**src/rtl/loader_cmd_rx.sv**
```systemverilog
// Serial 9-bit command frame receiver: start, op[1:0], data[3:0], even parity, stop; decodes to load/set/clr strobes.
// Strobe/err one cycle after the stop bit is sampled; no backpressure, rx_valid=0 cycles stall the frame up to TIMEOUT.
module loader_cmd_rx #(
    parameter int TIMEOUT = 8
) (
    input  logic       clk,
    input  logic       reset,
    input  logic       rx_valid,
    input  logic       rx_bit,
    output logic       load,
    output logic       set,
    output logic       clr,
    output logic [3:0] D,
    output logic       busy,
    output logic       err,
    output logic [7:0] frame_cnt
);
    localparam int TW = $clog2(TIMEOUT + 1);

    typedef enum logic [2:0] {IDLE, OP, DATA, PAR, STOP} state_t;

    state_t        state;
    logic [1:0]    bit_cnt;
    logic [1:0]    op;
    logic [3:0]    data;
    logic          par;
    logic [TW-1:0] idle_cnt;

    assign busy = (state != IDLE);

    always_ff @(posedge clk) begin
        if (reset) begin
            state     <= IDLE;
            bit_cnt   <= '0;
            op        <= '0;
            data      <= '0;
            par       <= 1'b0;
            idle_cnt  <= '0;
            load      <= 1'b0;
            set       <= 1'b0;
            clr       <= 1'b0;
            err       <= 1'b0;
            D         <= '0;
            frame_cnt <= '0;
        end else begin
            load <= 1'b0;
            set  <= 1'b0;
            clr  <= 1'b0;
            err  <= 1'b0;
            if (state != IDLE && !rx_valid) begin
                // A stalled frame is dropped once the line stays quiet too long.
                if (idle_cnt == TW'(TIMEOUT - 1)) begin
                    err      <= 1'b1;
                    state    <= IDLE;
                    idle_cnt <= '0;
                end else begin
                    idle_cnt <= idle_cnt + 1'b1;
                end
            end else if (rx_valid) begin
                idle_cnt <= '0;
                case (state)
                    IDLE: begin
                        if (rx_bit) begin
                            state   <= OP;
                            bit_cnt <= '0;
                            par     <= 1'b0;
                        end
                    end
                    OP: begin
                        op  <= {op[0], rx_bit};
                        par <= par ^ rx_bit;
                        if (bit_cnt == 2'd1) begin
                            bit_cnt <= '0;
                            state   <= DATA;
                        end else begin
                            bit_cnt <= bit_cnt + 2'd1;
                        end
                    end
                    DATA: begin
                        data <= {data[2:0], rx_bit};
                        par  <= par ^ rx_bit;
                        if (bit_cnt == 2'd3) begin
                            bit_cnt <= '0;
                            state   <= PAR;
                        end else begin
                            bit_cnt <= bit_cnt + 2'd1;
                        end
                    end
                    PAR: begin
                        par   <= par ^ rx_bit;
                        state <= STOP;
                    end
                    STOP: begin
                        // Back to IDLE here so a start bit in the strobe cycle is taken.
                        state <= IDLE;
                        if (!rx_bit && !par) begin
                            frame_cnt <= frame_cnt + 8'd1;
                            case (op)
                                2'b01: begin
                                    load <= 1'b1;
                                    D    <= data;
                                end
                                2'b10:   set <= 1'b1;
                                2'b11:   clr <= 1'b1;
                                default: ;
                            endcase
                        end else begin
                            err <= 1'b1;
                        end
                    end
                    default: state <= IDLE;
                endcase
            end
        end
    end
endmodule

```
**config.mk**
```make
export PLATFORM = sky130hd
export DESIGN_NAME = loader_cmd_rx
export DESIGN_NICKNAME = d
export VERILOG_FILES = /design/src/rtl/loader_cmd_rx.sv
export SDC_FILE = /design/constraint.sdc
export NUM_CORES = 1
export LEC_CHECK = 0
export CORE_ASPECT_RATIO = 1.25
export CORE_MARGIN = 1.5
export CORE_UTILIZATION = 60
export CTS_CLUSTER_SIZE = 28
export DETAILED_ROUTE_END_ITERATION = 10
export DONT_BUFFER_PORTS = 1
export GPL_ROUTABILITY_DRIVEN = 0
export GPL_TIMING_DRIVEN = 0
export PLACE_DENSITY = 0.76
export SETUP_SLACK_MARGIN = 0.4
export SLEW_MARGIN = 25
export SYNTH_ARGS = -nofsm -noshare
export SYNTH_HDL_FRONTEND = slang
export SYNTH_SLANG_ARGS = --single-unit
```
**constraint.sdc**
```tcl
create_clock -name clk -period 2.62 [get_ports clk]
set_clock_uncertainty 0.2 [all_clocks]
set_input_delay 0.262 -clock clk [delete_from_list [all_inputs] [get_ports clk]]
set_output_delay 0.262 -clock clk [all_outputs]
set_load 0.01 [all_outputs]
```
After elaboration in Yosys (flattened, before gate mapping)

Index checks and enable logic that the tools add are counted.
Widths: inputs -> output; s select.

Reduce and logical (&&, ||, !) cells: 19
Equality and inequality tests: 15
Muxes and demuxes: 24
Add/subtract/negate cells: 3
Bitwise logic cells: 5

Operators by type and width:

| operator            | number |
|---|---|
| $mux 3              | 6 |
| $mux 4              | 3 |
| $pmux 3 s4          | 1 |
| $reduce_and 4->1    | 3 |
| $reduce_and 5->1    | 2 |
| $mux 1              | 9 |
| $ne 3x3->1 const B  | 3 |
| $add 8x1->8 const B | 1 |
| $eq 2x2->1 const B  | 3 |
| $eq 3x2->1 const B  | 2 |
| $mux 2              | 3 |
| $pmux 2 s3          | 1 |
| $reduce_and 3->1    | 2 |
| $reduce_bool 3->1   | 2 |
| $reduce_or 5->1     | 1 |
| $add 4x1->4 const B | 1 |
| $eq 2x1->1 const B  | 2 |
| $eq 4x3->1 const B  | 1 |
| $not 1->1           | 4 |
| $reduce_bool 2->1   | 2 |
| $eq 3x1->1 const B  | 1 |
| $eq 3x3->1 const B  | 1 |
| $logic_not 1->1     | 3 |
| $logic_not 3->1     | 1 |
| other kinds (7)     | 8 |

Register bits: 32
Input bits: 4

Logic depth before layout (Yosys ltp)

Depth after elaboration: 6
Mapped depth: 6
Mapped depth without buffers: 6

Worst setup path after synthesis

Ideal clock, no wire load.

Path kind: input port to flip-flop
Start point: input rx_valid
End point: register frame_cnt[7]
Arrival time: 1.993 ns
Setup slack: 0.356 ns
Stages: 6
Setup time: 0.071 ns
Cells stage by stage: buf_4 or3b_1 buf_6 or4_4 or4_1 a21oi_1

Cells in the longest elaborated chain, start to end: 4

RTL lines:

| item                                  | RTL line | source |
|---|---|---|
| start: declaration                    | 8        | `input logic rx_valid,` |
| $logic_not 1->1                       | 50       | `if (state != IDLE && !rx_valid) begin` |
| $logic_and 1x1->1                     | 50       |  |
| $not 1->1 (no source line)            | n/a      |  |
| $reduce_and 4->1 (no source line) (*) | n/a      |  |
| end signal: assignment                | 97       | `frame_cnt <= frame_cnt + 8'd1;` |
| end: declaration                      | 16       | `output logic [7:0] frame_cnt` |

Every way passes the cells marked *; elsewhere a longest branch is shown, timed or not.
A chain may end at the register's enable or synchronous reset.

Worst setup path in the final report

Start point: register state[0]
End point: register frame_cnt[6]

Cells in the longest elaborated chain, start to end: 4

RTL lines:

| item                                  | RTL line | source |
|---|---|---|
| start: declaration                    | 22       | `state_t state;` |
| start signal: assignment              | 33       | `state <= IDLE;` |
| start signal: assignment              | 54       | `state <= IDLE;` |
| start signal: assignment              | 64       | `state <= OP;` |
| $reduce_bool 3->1                     | 50       |  |
| $logic_and 1x1->1                     | 50       |  |
| $not 1->1 (no source line)            | n/a      |  |
| $reduce_and 4->1 (no source line) (*) | n/a      |  |

Marks and branches as above.

==> results.cfg <==
[hold_path]
hold_class = in2reg

[sta]
grt_setup_unrepaired = yes
tns_ps = 0
post-route-min-period_ps = 2210
setup_viol = 0
timing.hold.ws_ps = 118
hold_viol_final = 0
slew_headroom_pct = 53.6
timing.fmax_ghz = 0.452
worstMarginPinSlew_ps = 695
period_share_pct = 84.4
drv_slew = 0

[floorplan]
dieArea_sq_um = 2780
initial_core_util_pct = 65.7
io_pins = 21
core_area_sq_um = 2260
die_h_um = 58.6
row_count = 19
die-width_um = 47.5

[logic_synthesis]
async_flop_share_pct = 0
synth_nets = 174
synthCells = 164
yosysSeqAreaShare_pct = 43.2
ys_types = 37
ys.flop_type = dfxtp_1
avgSynthCellArea_sq_um = 9.04
synth-edff-count = 0
netlist_area_sq_um = 1480
synth_top_area_share_pct = 43.2
yosysWarnings = 0
synth_area_leaders = dfxtp_1, mux2i_1, ha_1, nor2_1, a21oi_1
ys_seq_elements = 32
yosysTopAreaCell = dfxtp_1

[detailed_routing]
dr.pass1.iters = 4
dr_total_vias = 1216
drc = 0
vias_per_cell = 5.79
wire_per_inst_um = 13.9
drt_iter0_drc = 22
drt_wl_total_mm = 2.91
antenna_left = 0

[pwr]
power_uw = 894
power_leakage_uw = 0.000581
p_per_area_nw_per_um2 = 537
ir_drop_v = 0.000448

[global_routing]
grt_antenna_before_repair = 0
grt_pass1_wl_mm = 4.70
track_usage_pct = 24.5
grt.overflow.total = 0
grt_pass1_vias = 1131
grt_max_degree = 11

[clock_network]
htree_levels = 2
cts_sinks = 32
clockBufferDepth = 2
cts_made_buffers = 5
root_buffer = clkbuf_4
clk_pin_slew_ps = 90
clk_latency_ps = 330
cts_tree = built

[setup_path]
worstPathArrival_ps = 2280
cp_max_fo = 5
path_cells = or3b_1, buf_6, or4_4, or4_1, a21oi_1
start_kind = flip-flop
critical_path_class = reg2reg
slowest_delay_ps = 530
crit_slowest_cell = or4_4
required_ps = 2680
cp-end-kind = flip-flop

[final_layout]
final_nets = 189
synthToLayoutAreaGrowth_pct = 12.3
mostFrequentLayoutCells = dfxtp_1, nor2_1, inv_1, mux2i_1, a21oi_1
layout_commonest_cell = dfxtp_1
drive_gt1_share_pct = 12.8
antenna_cells = 0
fillers = 175

[placement]
place.port_buffers = 0
hpwl_mm = 1.96

[run]
cap_violations = 0

[outcome]
status = complete, no violations
critical path, delay by kind of cell, from the launching register on:
family,cells,cell delay [ps]
AND/OR/NAND/NOR,3,1340
buffers and inverters,1,140
AO/OA/AOI/OAI,1,130
flip-flops,1,350
logic make-up (layout without fill, tap and decap cells):
group | after synthesis | in the layout | synth area share (%)
buf+inv | 20 | 35 | 5.82
simple gates | 61 | 61 | 22.9
flops | 32 | 32 | 43.2
mux | 12 | 12 | 8.19
fa+ha+maj | 6 | 6 | 5.06
compound gates | 28 | 28 | 11.9
xor+xnor | 5 | 5 | 2.95
timing repair:
item | CTS | global route
hold endpoints to repair | 11 | 0
hold buffers | 3 | 0
buffers inserted | 5 | 0
pin swaps | 3 | 0
setup endpoints to repair | 3 | 11
gates resized for setup | 2 | 2
state kept, by name, summed over array words and instances, names as in the netlist, 2 cells and up:
| signal | cells |
|---|---|
| state | 3 |
| op | 2 |
| idle_cnt | 4 |
| data | 4 |
| D | 4 |
| bit_cnt | 2 |
| frame_cnt | 8 |
path summary, 6_finish.rpt:
check / slack, ps / depth (start not counted) / end / start
worst max-delay path: 410 / 5 / frame_cnt[6] / state[0]
worst min-delay path: 120 / 4 / par / rx_bit
worst max register to register: 410 / 5 / frame_cnt[6] / state[0]
worst min register to register: 290 / 2 / par / par
Yosys cell counts, drive strengths merged (2+ instances only):
cell type  count
and2           2
nor3           8
nor3b          2
o31ai          3
ha             6
o211ai         2
nand2          7
a211o          2
clkbuf         6
mux2i         11
nor2          20
xnor2          4
nand3          7
inv           12
or4b           2
a21oi         10
dfxtp         32
o21ai          6
buf            2
a211oi         2
or4            4
cell type report:
type,instances,area (sq um),area share [%]
buffer,8,41.3,2.48
clock buffer,7,65.1,3.91
inverter,12,45.0,2.70
multi-input combinational,112,763,45.8
sequential,32,644,38.7
tap,31,38.8,2.33
timing repair buffer,8,67.6,4.06
routing by layer:
| layer | vias to the layer above | GRT usage (%) | share of wire [%] |
|---|---|---|---|
| li1 | 610 | - | - |
| met1 | 568 | 25.4 | 41 |
| met2 | 26 | 39.2 | 50 |
| met3 | 12 | 10.1 | 4.7 |
| met4 | 0 | 15.1 | 3.7 |
| met5 | - | 0 | 0 |
stage by stage:
stage               cells  util (%)  cell area (sq um)  setup WS, ps
global placement      195      67.4               1520           342
global route          210      73.7               1670           324
detailed placement    195      67.4               1520           301
floorplan             164         -               1480           406
finish                210      73.7               1670           409
CTS                   210      73.4               1660           393
where the power goes:
part           leakage [uW]  switching [uW]  total, uW  internal [uW]
Combinational      0.000285            50.3       88.1           37.8
Sequential         0.000259            4.05        496            492
Clock             0.0000374             158        310            152
Power figures use the tool's default switching activity.
